--- config.mk ---
export PLATFORM = sky130hd
export DESIGN_NAME = mem_stage_flat
export DESIGN_NICKNAME = d
export VERILOG_FILES = /design/src/rtl/mem_stage_if.sv /design/src/rtl/mem_stage.sv /design/src/flat_wrapper.sv
export SDC_FILE = /design/constraint.sdc
export NUM_CORES = 1
export LEC_CHECK = 0
export BUFFER_PORTS_ARGS = -buffer_cell sky130_fd_sc_hd__buf_4
export CAP_MARGIN = 40
export CORE_AREA = 2 2 142 144
export CTS_CLUSTER_DIAMETER = 150
export DETAILED_ROUTE_END_ITERATION = 10
export DIE_AREA = 0 0 144 146
export GPL_TIMING_DRIVEN = 0
export PLACE_DENSITY_LB_ADDON = 0.08
export SYNTH_ARGS = -nofsm -noshare
export SYNTH_HDL_FRONTEND = slang
export SYNTH_SLANG_ARGS = --single-unit
--- constraint.sdc ---
create_clock -name clk -period 1.9 [get_ports clk]
set_input_delay 0.19 -clock clk [delete_from_list [all_inputs] [get_ports clk]]
set_output_delay 0.19 -clock clk [all_outputs]
set_load 0.03 [all_outputs]
--- src/rtl/mem_stage_if.sv ---
// Data-memory / bridge port driven by the MEM stage.
// The master side issues address, byte enables and store data; the slave returns the read word.
interface mem_stage_if;
    logic [31:0] m_data_rdata;
    logic [31:0] m_data_addr;
    logic [31:0] m_data_wdata;
    logic [3:0]  m_data_byteen;
    logic [31:0] m_inst_addr;

    modport master (
        input  m_data_rdata,
        output m_data_addr,
        output m_data_wdata,
        output m_data_byteen,
        output m_inst_addr
    );

    modport slave (
        output m_data_rdata,
        input  m_data_addr,
        input  m_data_wdata,
        input  m_data_byteen,
        input  m_inst_addr
    );
endinterface

--- src/rtl/mem_stage.sv ---
// MIPS memory-access stage: lane-aligned stores, sign-extended loads and the MEM/WB register.
// Killed instructions (reset, CP0 flush or upstream exception) write nothing and become WB bubbles.
module mem_stage (
    input  logic        clk,
    input  logic        rst,
    input  logic        req,
    input  logic [31:0] MEM_pc,
    input  logic [31:0] MEM_instr,
    input  logic [31:0] MEM_out,
    input  logic [31:0] MEM_rt,
    input  logic [4:0]  MEM_exc,
    mem_stage_if.master dm,
    output logic [4:0]  MEM_exc_CP0,
    output logic [31:0] MEM_res_WB,
    output logic [31:0] MEM_instr_WB,
    output logic [31:0] MEM_pc_WB
);

    localparam logic [5:0] OP_LW = 6'b100011;
    localparam logic [5:0] OP_LH = 6'b100001;
    localparam logic [5:0] OP_LB = 6'b100000;
    localparam logic [5:0] OP_SW = 6'b101011;
    localparam logic [5:0] OP_SH = 6'b101001;
    localparam logic [5:0] OP_SB = 6'b101000;

    logic [5:0]  opcode;
    logic [1:0]  a;
    logic        kill;
    logic [3:0]  byteen;
    logic [31:0] wdata;
    logic [15:0] ld_half;
    logic [7:0]  ld_byte;
    logic [31:0] res_sel;

    logic [31:0] res_wb_d,   res_wb_q;
    logic [31:0] instr_wb_d, instr_wb_q;
    logic [31:0] pc_wb_d,    pc_wb_q;

    assign opcode = MEM_instr[31:26];
    assign a      = MEM_out[1:0];
    assign kill   = rst | req | (MEM_exc != 5'd0);

    // Store lanes; wdata is held at zero whenever nothing is written.
    always_comb begin
        byteen = '0;
        wdata  = '0;
        if (!kill) begin
            case (opcode)
                OP_SW: begin
                    byteen = 4'b1111;
                    wdata  = MEM_rt;
                end
                OP_SH: begin
                    byteen = a[1] ? 4'b1100 : 4'b0011;
                    wdata  = {2{MEM_rt[15:0]}};
                end
                OP_SB: begin
                    byteen = 4'b0001 << a;
                    wdata  = {4{MEM_rt[7:0]}};
                end
                default: ;
            endcase
        end
    end

    always_comb begin
        ld_half = a[1] ? dm.m_data_rdata[31:16] : dm.m_data_rdata[15:0];
        case (a)
            2'd0:    ld_byte = dm.m_data_rdata[7:0];
            2'd1:    ld_byte = dm.m_data_rdata[15:8];
            2'd2:    ld_byte = dm.m_data_rdata[23:16];
            default: ld_byte = dm.m_data_rdata[31:24];
        endcase
    end

    always_comb begin
        case (opcode)
            OP_LW:   res_sel = dm.m_data_rdata;
            OP_LH:   res_sel = {{16{ld_half[15]}}, ld_half};
            OP_LB:   res_sel = {{24{ld_byte[7]}}, ld_byte};
            default: res_sel = MEM_out;
        endcase
    end

    always_comb begin
        res_wb_d   = '0;
        instr_wb_d = '0;
        pc_wb_d    = '0;
        if (!kill) begin
            res_wb_d   = res_sel;
            instr_wb_d = MEM_instr;
            pc_wb_d    = MEM_pc;
        end
    end

    always_ff @(posedge clk) begin
        res_wb_q   <= res_wb_d;
        instr_wb_q <= instr_wb_d;
        pc_wb_q    <= pc_wb_d;
    end

    assign dm.m_data_addr   = MEM_out;
    assign dm.m_data_wdata  = wdata;
    assign dm.m_data_byteen = byteen;
    assign dm.m_inst_addr   = MEM_pc;
    assign MEM_exc_CP0      = MEM_exc;
    assign MEM_res_WB       = res_wb_q;
    assign MEM_instr_WB     = instr_wb_q;
    assign MEM_pc_WB        = pc_wb_q;

endmodule

--- src/flat_wrapper.sv ---
// flat-port wrapper written by rule: the top's interface ports become plain ports
module mem_stage_flat 
  (clk, rst, req, MEM_pc, MEM_instr, MEM_out, MEM_rt, MEM_exc, MEM_exc_CP0, MEM_res_WB, MEM_instr_WB, MEM_pc_WB, dm_m_data_rdata, dm_m_data_addr, dm_m_data_wdata, dm_m_data_byteen, dm_m_inst_addr);
  mem_stage_if dm_i ();
  input  logic clk;
  input  logic rst;
  input  logic req;
  input  logic [31:0] MEM_pc;
  input  logic [31:0] MEM_instr;
  input  logic [31:0] MEM_out;
  input  logic [31:0] MEM_rt;
  input  logic [4:0] MEM_exc;
  output logic [4:0] MEM_exc_CP0;
  output logic [31:0] MEM_res_WB;
  output logic [31:0] MEM_instr_WB;
  output logic [31:0] MEM_pc_WB;
  input wire logic [$bits(dm_i.m_data_rdata)-1:0] dm_m_data_rdata;
  output wire logic [$bits(dm_i.m_data_addr)-1:0] dm_m_data_addr;
  output wire logic [$bits(dm_i.m_data_wdata)-1:0] dm_m_data_wdata;
  output wire logic [$bits(dm_i.m_data_byteen)-1:0] dm_m_data_byteen;
  output wire logic [$bits(dm_i.m_inst_addr)-1:0] dm_m_inst_addr;
  assign dm_i.m_data_rdata = dm_m_data_rdata;
  assign dm_m_data_addr = dm_i.m_data_addr;
  assign dm_m_data_wdata = dm_i.m_data_wdata;
  assign dm_m_data_byteen = dm_i.m_data_byteen;
  assign dm_m_inst_addr = dm_i.m_inst_addr;
  mem_stage u_core (.clk(clk), .rst(rst), .req(req), .MEM_pc(MEM_pc), .MEM_instr(MEM_instr), .MEM_out(MEM_out), .MEM_rt(MEM_rt), .MEM_exc(MEM_exc), .dm(dm_i), .MEM_exc_CP0(MEM_exc_CP0), .MEM_res_WB(MEM_res_WB), .MEM_instr_WB(MEM_instr_WB), .MEM_pc_WB(MEM_pc_WB));
endmodule
==> impl_metrics.yaml <==
run_status:
  status: "finished with violations"
  violations: "setup timing"
setup_path:
  crit_buf_inv: 3
  crit_arrival_ns: 1.98
  critical-path-top-delay-family: "simple AND/OR/NAND/NOR gates"
  crit_chain: "buf_6 > or4_4 > or2_4 > or3_4 > buf_12 > a21oi_4 > buf_6"
  start_kind: "input pin"
  critPathMaxStageDelay_ns: 0.53
  cpMostUsedCell: "buf_6"
  critical_path_class: "in2out"
  cp_slowest_cell: "or4_4"
  critPathMaxFanout: 6
  required_ns: 1.71
  end_kind: "primary output"
global_route:
  overflow: 0
  grt_max_degree: 19
  grt_pass1_wl_microns: 28000
  antenna_found_initial: 0
  grt_pass1_vias: 4839
  grt_use_total_pct: 17.6
drt:
  drcViolationCount: 0
  drtAntennaViolNets: 0
  first_pass_iters: 5
  wl_per_cell_microns: 16.9
  avgViaCountPerCell: 4.25
  vias: 4920
  wl_microns: 19500
  drt-initial-drc-count: 210
timing:
  relSlewSlack_pct: 55.4
  layout_min_cycle_time_ns: 2.17
  tightest_slew_ns: 0.660
  rsz0062_at_grt: "yes"
  setup_ws_ns: -0.268
  drv_slew: 0
  fin_crit_sh_pct: 114
  finalSetupViolCount: 26
  fmax_ghz: 0.461
  final-hold-violation-count: 0
clocking:
  htreeDepth: 3
  cts.path.max_buffers: 2
  cts_hold_buf: 0
  cts_buffers: 9
  clock_tree.root_cell: "clkbuf_16"
  cts_tree: "yes"
  clkTransAtPathRegs_ns: 0.07
  clock-sinks: 96
layout:
  drive_above_1_share_pct: 61.3
  final_common_cell: "buf_4"
  n_antenna_cell: 0
  final_util_pct: 43.1
  final_area_sq_um: 8330
  layout.nets: 1057
  areaGrowthSynthToFinish_pct: 87.0
  mostFrequentLayoutCells: "buf_4 (422), dfxtp_1 (96), and2_1 (66), nand2_1 (45), o21ai_0 (36)"
logic_synthesis:
  syn_area_per_cell_sq_um: 8.97
  synth_top_area_share_pct: 43.1
  yosys_warnings: 0
  postSynth.asyncResetShare_pct: 0
  ys_seq_elements: 96
  synth.distinct_cells: 36
  synthTopCellsByArea: "dfxtp_1 (43%), buf_4 (12%), and2_1 (10%), mux2_2 (7.1%), o21ai_0 (4.3%)"
  syn-num-nets: 665
  synth_flop_cell: "dfxtp_1"
  yosysSeqAreaShare_pct: 43.1
  synthCells: 497
  synth_top_cell_by_area: "dfxtp_1"
  synth_edf_count: 0
  syn_area_sq_um: 4460
pwr:
  switching_share_pct: 27.7
  p_leak_nw: 3.97
  clockPowerShare_pct: 38.1
  power_mw: 4.80
  vdd.ir_drop.worst_mv: 0.382
  seq_power_share_pct: 42.0
  power.internal_mw: 3.47
  switching_power_mw: 1.33
  power.density_nw_per_um2: 576
  combPwrFrac_pct: 19.8
placed_design:
  port_buffers: 366
  hpwlAfterDp_microns: 15700
  gp_congestion: 0.784
  pre_cts_slack_ns: -0.632
  place_area_sq_um: 7670
floorplanning:
  rows: 51
  die-area_sq_um: 21000
  die_w_microns: 144
  fp.dieH_microns: 146
  fp.coreArea_sq_um: 19300
  start_util_pct: 23.1
  io_pins: 369
flow_run:
  drv_cap: 0
hold_path:
  hold_path_class: "in2reg"
final timing paths:
kind                                        endpoint  slack (ns)          start  cells after the start
setup / recovery                 dm_m_data_wdata[28]       -0.27     MEM_exc[0]                      7
hold / removal    u_core.MEM_instr_WB[10]$_SDFF_PN0_        0.03  MEM_instr[10]                      2
registers in the layout, summed over array words and instances (netlist names):
name                 count
u_core.MEM_pc_WB        32
u_core.MEM_instr_WB     32
u_core.MEM_res_WB       32
cells in the mapped netlist, types with 2 or more instances:
master    number
a22oi_1       22
a31oi_1       14
and2_1        71
a21oi_1       15
nor4_2         2
nor2_1        23
o21ai_0       38
mux2i_1        2
clkbuf_1      26
nor2b_1        5
dfxtp_1       96
buf_2          6
a21oi_2       10
buf_4         69
or3_1          3
inv_1          2
mux2_2        28
nand2_1       45
a221o_1        3
cell families after synthesis:
group | synth area share [%]
AOI/OAI and AO/OA | 15.2
buffers and inverters | 14.9
DFF | 43.1
muxes | 7.52
and+or+nand+nor | 19.2
through the flow:
stage / TNS (ns) / hold WS (ns) / std cells
2_1_floorplan: -3.34 / 0.312 / 497
3_3_place_gp: -42.35 / 0.392 / 1128
3_5_place_dp: -38.04 / 0.395 / 1129
4_1_cts: -7.18 / 0.0204 / 1152
5_1_grt: -5.91 / 0.0230 / 1159
6_report: -4.62 / 0.0349 / 1159
layer usage:
| metal | wire length [microns] | track usage [%] | share of wire, % |
|---|---|---|---|
| met1 | 7470 | 20.1 | 38 |
| met2 | 9970 | 31.4 | 51 |
| met3 | 1850 | 5.43 | 9.5 |
| met4 | 251 | 4.56 | 1.3 |
| met5 | 0 | 0 | 0 |
power by group through the flow:
stage / combinational (mW) / clock, mW / sequential, mW
floorplan: 0.419 / 0 / 2.08
global placement: 0.921 / 0 / 2.07
detailed placement: 0.929 / 0 / 2.07
CTS: 0.942 / 1.91 / 2.02
global route: 1.01 / 1.98 / 2.02
finish: 0.953 / 1.83 / 2.02
area by class of cell:
cell class	count	area (sq um)
Sequential cell	96	1920
Buffer	99	663
Clock inverter	6	57.6
Clock buffer	10	239
Fill cell	1964	11000
Timing Repair Buffer	384	3020
Inverter	2	7.51
Tap cell	265	332
Multi-Input combinational cell	297	2100
timing repair:
| item | 4_1_cts | 5_1_grt |
|---|---|---|
| pin swaps | 6 | 12 |
| setup buffers | 8 | 8 |
| cloned | 1 | 0 |
| resized for setup | 35 | 40 |
| setup endpoints to repair | 70 | 58 |
Power figures use the tool's default switching activity.
